### src/rtl/block_average_downscaler.sv
// 2x2 block-average downscaler: reads a source image from a 1-cycle-latency ROM and
// writes one rounded average per 2x2 block to a half-resolution frame buffer.
module block_average_downscaler #(
  parameter int IMG_W = 160,
  parameter int IMG_H = 120
) (
  input  logic        clk,
  input  logic        reset,
  input  logic        start,
  output logic [14:0] rom_addr,
  input  logic [7:0]  rom_q,
  output logic [18:0] wr_addr,
  output logic [7:0]  wr_data,
  output logic        wr_en,
  output logic        busy,
  output logic        done,
  output logic [1:0]  o_dbg_state
);

  localparam int OW  = IMG_W / 2;
  localparam int OH  = IMG_H / 2;
  localparam int OXB = (OW > 1) ? $clog2(OW) : 1;
  localparam int OYB = (OH > 1) ? $clog2(OH) : 1;

  typedef enum logic [1:0] {S_IDLE, S_RUN, S_DRAIN, S_DONE} state_t;

  state_t           r_state;
  state_t           w_state_nxt;
  logic [1:0]       r_phase;
  logic [OXB-1:0]   r_ox;
  logic [OYB-1:0]   r_oy;
  logic [14:0]      r_base;
  logic [14:0]      r_rom_addr;
  logic             r_d_vld;
  logic [1:0]       r_d_phase;
  logic [9:0]       r_acc;
  logic [18:0]      r_out_idx;
  logic [18:0]      r_wr_addr;
  logic [7:0]       r_wr_data;
  logic             r_wr_en;
  logic             w_last_addr;
  logic             w_last_wr;
  logic             w_ox_last;
  logic [9:0]       w_sum;

  assign w_ox_last   = (r_ox == OXB'(OW - 1));
  assign w_last_addr = (r_phase == 2'd3) && w_ox_last && (r_oy == OYB'(OH - 1));
  assign w_last_wr   = r_wr_en && (r_wr_addr == 19'(OW * OH - 1));
  // Three accumulated samples plus the s3 sample on rom_q, plus rounding bias; max 1022.
  assign w_sum       = r_acc + 10'(rom_q) + 10'd2;

  always_comb begin
    w_state_nxt = r_state;
    case (r_state)
      S_IDLE:  if (start) w_state_nxt = S_RUN;
      S_RUN:   if (w_last_addr) w_state_nxt = S_DRAIN;
      S_DRAIN: if (w_last_wr) w_state_nxt = S_DONE;
      S_DONE:  w_state_nxt = S_IDLE;
      default: w_state_nxt = S_IDLE;
    endcase
  end

  always_ff @(posedge clk) begin
    if (!reset) begin
      r_state    <= S_IDLE;
      r_phase    <= 2'd0;
      r_ox       <= '0;
      r_oy       <= '0;
      r_base     <= '0;
      r_rom_addr <= '0;
      r_d_vld    <= 1'b0;
      r_d_phase  <= 2'd0;
      r_acc      <= '0;
      r_out_idx  <= '0;
      r_wr_addr  <= '0;
      r_wr_data  <= '0;
      r_wr_en    <= 1'b0;
    end else begin
      r_state   <= w_state_nxt;
      // Whatever rom_addr shows during RUN returns its data on rom_q next cycle.
      r_d_vld   <= (r_state == S_RUN);
      r_d_phase <= r_phase;
      r_wr_en   <= 1'b0;

      if (r_state == S_IDLE && start) begin
        r_rom_addr <= '0;
        r_base     <= '0;
        r_phase    <= 2'd0;
        r_ox       <= '0;
        r_oy       <= '0;
        r_out_idx  <= '0;
      end else if (r_state == S_RUN && !w_last_addr) begin
        r_phase <= r_phase + 2'd1;
        case (r_phase)
          2'd0: r_rom_addr <= r_base + 15'd1;
          2'd1: r_rom_addr <= r_base + 15'(IMG_W);
          2'd2: r_rom_addr <= r_base + 15'(IMG_W + 1);
          default: begin
            if (w_ox_last) begin
              // Skip the odd row already consumed by this block row.
              r_ox       <= '0;
              r_oy       <= r_oy + 1'b1;
              r_base     <= r_base + 15'(IMG_W + 2);
              r_rom_addr <= r_base + 15'(IMG_W + 2);
            end else begin
              r_ox       <= r_ox + 1'b1;
              r_base     <= r_base + 15'd2;
              r_rom_addr <= r_base + 15'd2;
            end
          end
        endcase
      end

      if (r_d_vld) begin
        case (r_d_phase)
          2'd0: r_acc <= 10'(rom_q);
          2'd3: begin
            r_wr_en   <= 1'b1;
            r_wr_data <= 8'(w_sum >> 2);
            r_wr_addr <= r_out_idx;
            r_out_idx <= r_out_idx + 19'd1;
          end
          default: r_acc <= r_acc + 10'(rom_q);
        endcase
      end
    end
  end

  assign rom_addr    = r_rom_addr;
  assign wr_addr     = r_wr_addr;
  assign wr_data     = r_wr_data;
  assign wr_en       = r_wr_en;
  assign busy        = (r_state == S_RUN) || (r_state == S_DRAIN);
  assign done        = (r_state == S_DONE);
  assign o_dbg_state = r_state;

endmodule

### config.mk
export PLATFORM = sky130hd
export DESIGN_NAME = block_average_downscaler
export DESIGN_NICKNAME = d
export VERILOG_FILES = /design/src/rtl/block_average_downscaler.sv
export SDC_FILE = /design/constraint.sdc
export NUM_CORES = 1
export LEC_CHECK = 0
export ABC_AREA = 0
export CORE_MARGIN = 2
export CORE_UTILIZATION = 45
export CTS_CLUSTER_SIZE = 12
export DETAILED_ROUTE_END_ITERATION = 10
export PLACE_DENSITY = 0.67
export SLEW_MARGIN = 20
export SYNTH_ARGS = -nofsm -noshare
export SYNTH_HDL_FRONTEND = slang
export SYNTH_SLANG_ARGS = --single-unit
### constraint.sdc
create_clock -name clk -period 5.79 [get_ports clk]
set_input_delay 1.158 -clock clk [delete_from_list [all_inputs] [get_ports clk]]
set_output_delay 1.158 -clock clk [all_outputs]
set_load 0.02 [all_outputs]
**Word level (Yosys, flattened, before mapping)**

Cells that the tools add are included.

- Register bits: 107
- Latch bits: 0
- Memory bits (writable): 0
- Bits in read-only memories: 0
- Bits of input ports: 11
- Output and inout bits: 47
- Word-level logic and storage cells: 70
- Memories: 0

- $add $sub $neg: 11
- Multipliers: 0
- Div/mod/pow operators: 0
- $lt $le $gt $ge: 0
- Eq/ne operators: 13
- Shift operators: 0
- Mux-type cells: 12
- Bitwise logic cells: 3
- Reductions and logical operators: 18

Operators with widths:

| cell | number |
|---|---|
| two-way mux 19 bit | 3 |
| adder 15 x 8 -> 15 bit (second input constant) | 3 |
| case mux 15 bit (3 select lines) | 1 |
| case mux 10 bit (2 select lines) | 1 |
| adder 19 x 1 -> 19 bit (second input constant) | 1 |
| == test 19 x 13 -> 1 bit (second input constant) | 1 |
| adder 15 x 1 -> 15 bit (second input constant) | 1 |
| adder 15 x 2 -> 15 bit (second input constant) | 1 |
| two-way mux 15 bit | 1 |
| adder 10 x 2 -> 10 bit (second input constant) | 1 |
| adder 10 x 8 -> 10 bit | 1 |
| == test 2 bit (second input constant) | 5 |
| case mux 2 bit (4 select lines) | 1 |
| AND reduction 2 bit | 4 |
| adder 7 x 1 -> 7 bit (second input constant) | 1 |
| == test 7 bit (second input constant) | 1 |
| two-way mux 7 bit | 1 |
| adder 6 x 1 -> 6 bit (second input constant) | 1 |
| == test 6 bit (second input constant) | 1 |
| zero test 2 bit | 3 |
| two-way mux 2 bit | 3 |
| inequality test 2 bit (second input constant) | 3 |
| AND reduction 3 bit | 2 |
| logical AND 1 bit | 5 |
| 8 further kinds | 11 |

**Longest topological paths before layout**

- Depth in word-level cells: 6
- Depth in mapped cells: 11
- Gate-level depth less buffers: 11

**Worst setup path before layout**

No wires, ideal clock.

- Path kind: in2reg
- Start point: in rom_q[0]
- End point: reg r_wr_data[7] (netlist: wr_data[7])
- Setup time: 120 ps
- Arrival time: 2943 ps
- Path slack: 2728 ps
- Stages: 10
- Buffers on the path: 0
- Cells stage by stage: ha_1 > inv_1 > fa_1 > nor2b_1 > o21a_4 > a311oi_4 > xor2_1 > nor3_1 > and4_4 > o31ai_2

- Cells in the longest elaborated chain, start to end: 2

RTL lines:

| item | RTL line | source |
|---|---|---|
| start: declaration | 11 | `input logic [7:0] rom_q,` |
| adder 10 x 8 -> 10 bit | 50 | `assign w_sum = r_acc + 10'(rom_q) + 10'd2;` |
| adder 10 x 2 -> 10 bit | 50 |  |
| end signal: assignment | 119 | `r_wr_data <= 8'(w_sum >> 2);` |
| end: declaration | 39 | `logic [7:0] r_wr_data;` |

Every way passes these cells.
A chain may end at the register's enable or synchronous reset.

**Worst setup path after layout**

Same ends and word-level chain as after synthesis.

==> results.md <==
Timing
• **Post-Route Setup TNS** 0 ps
• **Clock Skew** 7.72 ps
• **unrepaired setup endpoints after global routing** no
• **final count of negative-setup-slack endpoints** 0
• **share of the clock period used by the worst path after layout** 0.589
• **Worst Max-Slew Pin Slew** 995 ps
• **shortest clock period the worst path allows after layout** 3410 ps
• **hold violation count in the final report** 0
• **fmax** 0.293 GHz
• **min setup slack post-route** 2380 ps
• **Max Transition Viols Final** 0
• **relative max-transition margin** 0.334

Cells and area
• **area growth from synthesis to layout** 18.6%
• **fraction of layout cells with a size suffix above 1** 0.0473
• **total area of multi-input combinational cells** 0.00300 mm²
• **most common cell after layout, fill and taps aside** sky130_fd_sc_hd__dfxtp_1
• **number of diodes** 0
• **Layout fillers** 1069
• **Util after Layout** 0.549
• **Non-Filler Instances** 841
• **Storage cell area** 0.00212 mm²
• **nets** 733
• **most used cells in the layout excluding fill and tap cells** sky130_fd_sc_hd__dfxtp_1, sky130_fd_sc_hd__nor2_1, sky130_fd_sc_hd__nand2_1

Routing
• **initial DRC count** 148
• **met3 wirelength from detailed routing** 459 µm
• **final routed wirelength across all metal layers** 11.6 mm
• **number of design rule violations left after detail routing** 0
• **count of TritonRoute iterations in the first routing pass** 4
• **max layer used** met4
• **number of nets with antenna violations after routing** 0
• **Routed WL per cell** 13.8 µm
• **vias after detailed routing** 4636
• **routed length on met2** 5.82 mm
• **met1 wire length** 5.23 mm
• **post-detailed-route via-to-cell ratio** 5.51

Placed design
• **Port-buffer cells** 57
• **weighted congestion reported at the end of routability-driven placement** 0.853
• **final HPWL from detailed placement** 8.16 mm
• **Placed Cells** 825
• **Place WS** 2040 ps

Critical path
• **maximum single-stage delay on the critical path** 490 ps
• **Slowest-stage cell, CP** sky130_fd_sc_hd__clkdlybuf4s50_1
• **dominant delay contributor by cell family on the critical path** simple AND/OR/NAND/NOR gates
• **critical path cell sequence** clkdlybuf4s50_1, ha_1, inv_1, fa_1, nor2b_1, o21a_4, or3_1, nand4_1, nor3_1, and4_4, o31ai_2
• **register-to-register setup slack** 2800 ps
• **data required time at the worst endpoint** 6030 ps
• **maximum fanout count along the critical path** 5
• **sum of buffers and inverters on the critical path** 2
• **startpoint of the worst register-to-register path** r_ox[0]
• **endpoint arrival time on the critical path** 3650 ps
• **launching element type of the critical path** primary input
• **path type of the worst setup path** primary input to flop
• **kind of end point of the critical path** flop
• **CP Launch Point** rom_q[0]

Logic synthesis
• **post-synth top area share** 0.400
• **synthesized instance count** 650
• **mapped cell area** 0.00531 mm²
• **count of flip-flops with a built-in enable after synthesis** 0
• **flip-flop and latch count after synthesis** 106
• **share of the yosys chip area belonging to registers** 0.400
• **Yosys cell types** 57
• **async set-or-reset flop fraction in the synthesized netlist** 0
• **Synth Net Count** 690
• **Synth area leaders** sky130_fd_sc_hd__dfxtp_1, sky130_fd_sc_hd__ha_1, sky130_fd_sc_hd__nand2_1
• **Syn. warnings** 0
• **predominant post-synthesis flop cell** sky130_fd_sc_hd__dfxtp_1
• **Post-Synthesis Mean Instance Area** 8.17 µm²
• **largest area contributor in the synthesized netlist** sky130_fd_sc_hd__dfxtp_1

Global route
• **initial antenna violation count** 0
• **total global-route track usage** 0.193
• **global route overflow** 0
• **via count of the first global-routing pass** 4495
• **global-route wire length before repair** 20.2 mm
• **largest net degree at the start of global routing** 46

Hold path
• **startpoint of the worst hold path** rom_addr[8]
• **worst min-delay path category** flop to flop

Clocking
• **cell at the root of the clock tree** sky130_fd_sc_hd__clkbuf_16
• **number of buffers on the longest clock path** 2
• **TritonCTS sink count** 106
• **TritonCTS clock tree** done
• **clock insertion delay at the later pin of the skew report** 360 ps
• **maximum level of the CTS H-tree** 3
• **Num CTS Buffers** 9
• **hold_buf cts** 0
• **count of instances resized after the clock tree is built** 0
• **Post CTS Setup Buffer Count** 0
• **CTS clk-pin slew, worst paths** 70 ps

Power
• **Total Power Consumption** 2.00 mW
• **Power Density** 317 mW/mm²
• **Peak supply drop** 0.000223 V
• **Lkg Pwr** 2.26 nW

Run status
• **outcome** complete, no violations

Floorplan
• **number of rows created at floorplan** 39
• **die footprint** 0.0127 mm²
• **core region area** 0.0115 mm²
• **height of the die** 113 µm
• **I/O pin total** 58
• **starting density of the core** 0.463
• **floorplan die width** 113 µm

Job
• **# Max-Cap Violations** 0

[through the flow]
| step | instance area [µm²] | hold slack, ps |
|---|---|---|
| 4_1_cts | 6300 | 465 |
| 3_5_place_dp | 5980 | 453 |
| 3_3_place_gp | 5980 | 445 |
| 5_1_grt | 6300 | 479 |
| 6_report | 6300 | 458 |
| 2_1_floorplan | 5310 | 444 |
[tightest hold or removal path, delay by kind of cell (launching register included)]
family | cells | cell delay, ps
AOI/OAI and AO/OA | 1 | 50
DFF | 1 | 310
and+or+nand+nor | 1 | 50
[sequential cells by signal (all words and copies together) (netlist names), 2 cells and up]
name         flops
o_dbg_state      2
r_acc           10
r_base          14
r_d_phase        2
r_out_idx       19
r_ox             7
r_oy             6
r_phase          2
rom_addr        15
wr_addr         19
wr_data          8
[Yosys cell counts, types with 2 or more instances]
cell,count
sky130_fd_sc_hd__nor2_1,88
sky130_fd_sc_hd__a221oi_1,7
sky130_fd_sc_hd__and2_1,3
sky130_fd_sc_hd__o211ai_1,3
sky130_fd_sc_hd__a21o_1,3
sky130_fd_sc_hd__a31oi_1,9
sky130_fd_sc_hd__and3_1,9
sky130_fd_sc_hd__o21ai_0,37
sky130_fd_sc_hd__or2_2,3
sky130_fd_sc_hd__a211oi_1,6
sky130_fd_sc_hd__ha_1,28
sky130_fd_sc_hd__xnor2_1,22
sky130_fd_sc_hd__o21ai_1,3
sky130_fd_sc_hd__mux2i_1,10
sky130_fd_sc_hd__nor4_1,3
sky130_fd_sc_hd__nand4b_1,3
sky130_fd_sc_hd__nand2_1,88
sky130_fd_sc_hd__a21oi_1,47
sky130_fd_sc_hd__nand4_1,13
sky130_fd_sc_hd__a311oi_1,3
sky130_fd_sc_hd__clkbuf_1,26
sky130_fd_sc_hd__dfxtp_1,106
sky130_fd_sc_hd__nor3_1,18
sky130_fd_sc_hd__xor2_1,22
sky130_fd_sc_hd__nand2b_1,4
sky130_fd_sc_hd__nor3_2,2
sky130_fd_sc_hd__a22oi_1,5
sky130_fd_sc_hd__o22a_1,2
sky130_fd_sc_hd__nor2b_1,4
sky130_fd_sc_hd__or3_1,7
sky130_fd_sc_hd__inv_1,19
sky130_fd_sc_hd__buf_1,2
sky130_fd_sc_hd__a31o_2,2
sky130_fd_sc_hd__nand3_1,19
sky130_fd_sc_hd__nand3b_1,2
[logic make-up after synthesis]
logic type	after synthesis	synth area share
AOI/OAI and AO/OA	139	0.166
xor gates and xnor gates	44	0.0726
adders and majority gates	29	0.0697
buffers and inverters	49	0.0349
DFF	106	0.400
muxes	10	0.0188
and+or+nand+nor	273	0.238
[power by group]
part,total [mW],internal [mW],switching [mW],leakage (nW)
Sequential,0.802,0.771,0.0316,0.856
Combinational,0.540,0.215,0.326,1.25
Clock,0.655,0.389,0.266,0.156
[metal layers]
layer / GRT usage / up-vias
met4: 0.0537 / 0
li1: - / 2347
met2: 0.337 / 67
met5: 0 / -
met3: 0.0610 / 13
met1: 0.229 / 2209
[worst paths after layout]
path,endpoint,cells past startpoint
hold / removal,rom_addr[8],2
setup reg to reg,rom_addr[14],11
hold reg to reg,rom_addr[8],2
setup / recovery,wr_data[7],11
[area by class of cell]
| class | count | area share |
|---|---|---|
| Timing Repair Buffer | 61 | 0.0953 |
| Clock buffer | 11 | 0.0385 |
| Tap cell | 143 | 0.0284 |
| Sequential cell | 106 | 0.337 |
| Clock inverter | 5 | 0.0123 |
| Inverter | 20 | 0.0119 |
| Multi-Input combinational cell | 495 | 0.477 |
Power figures use the tool's default switching activity.
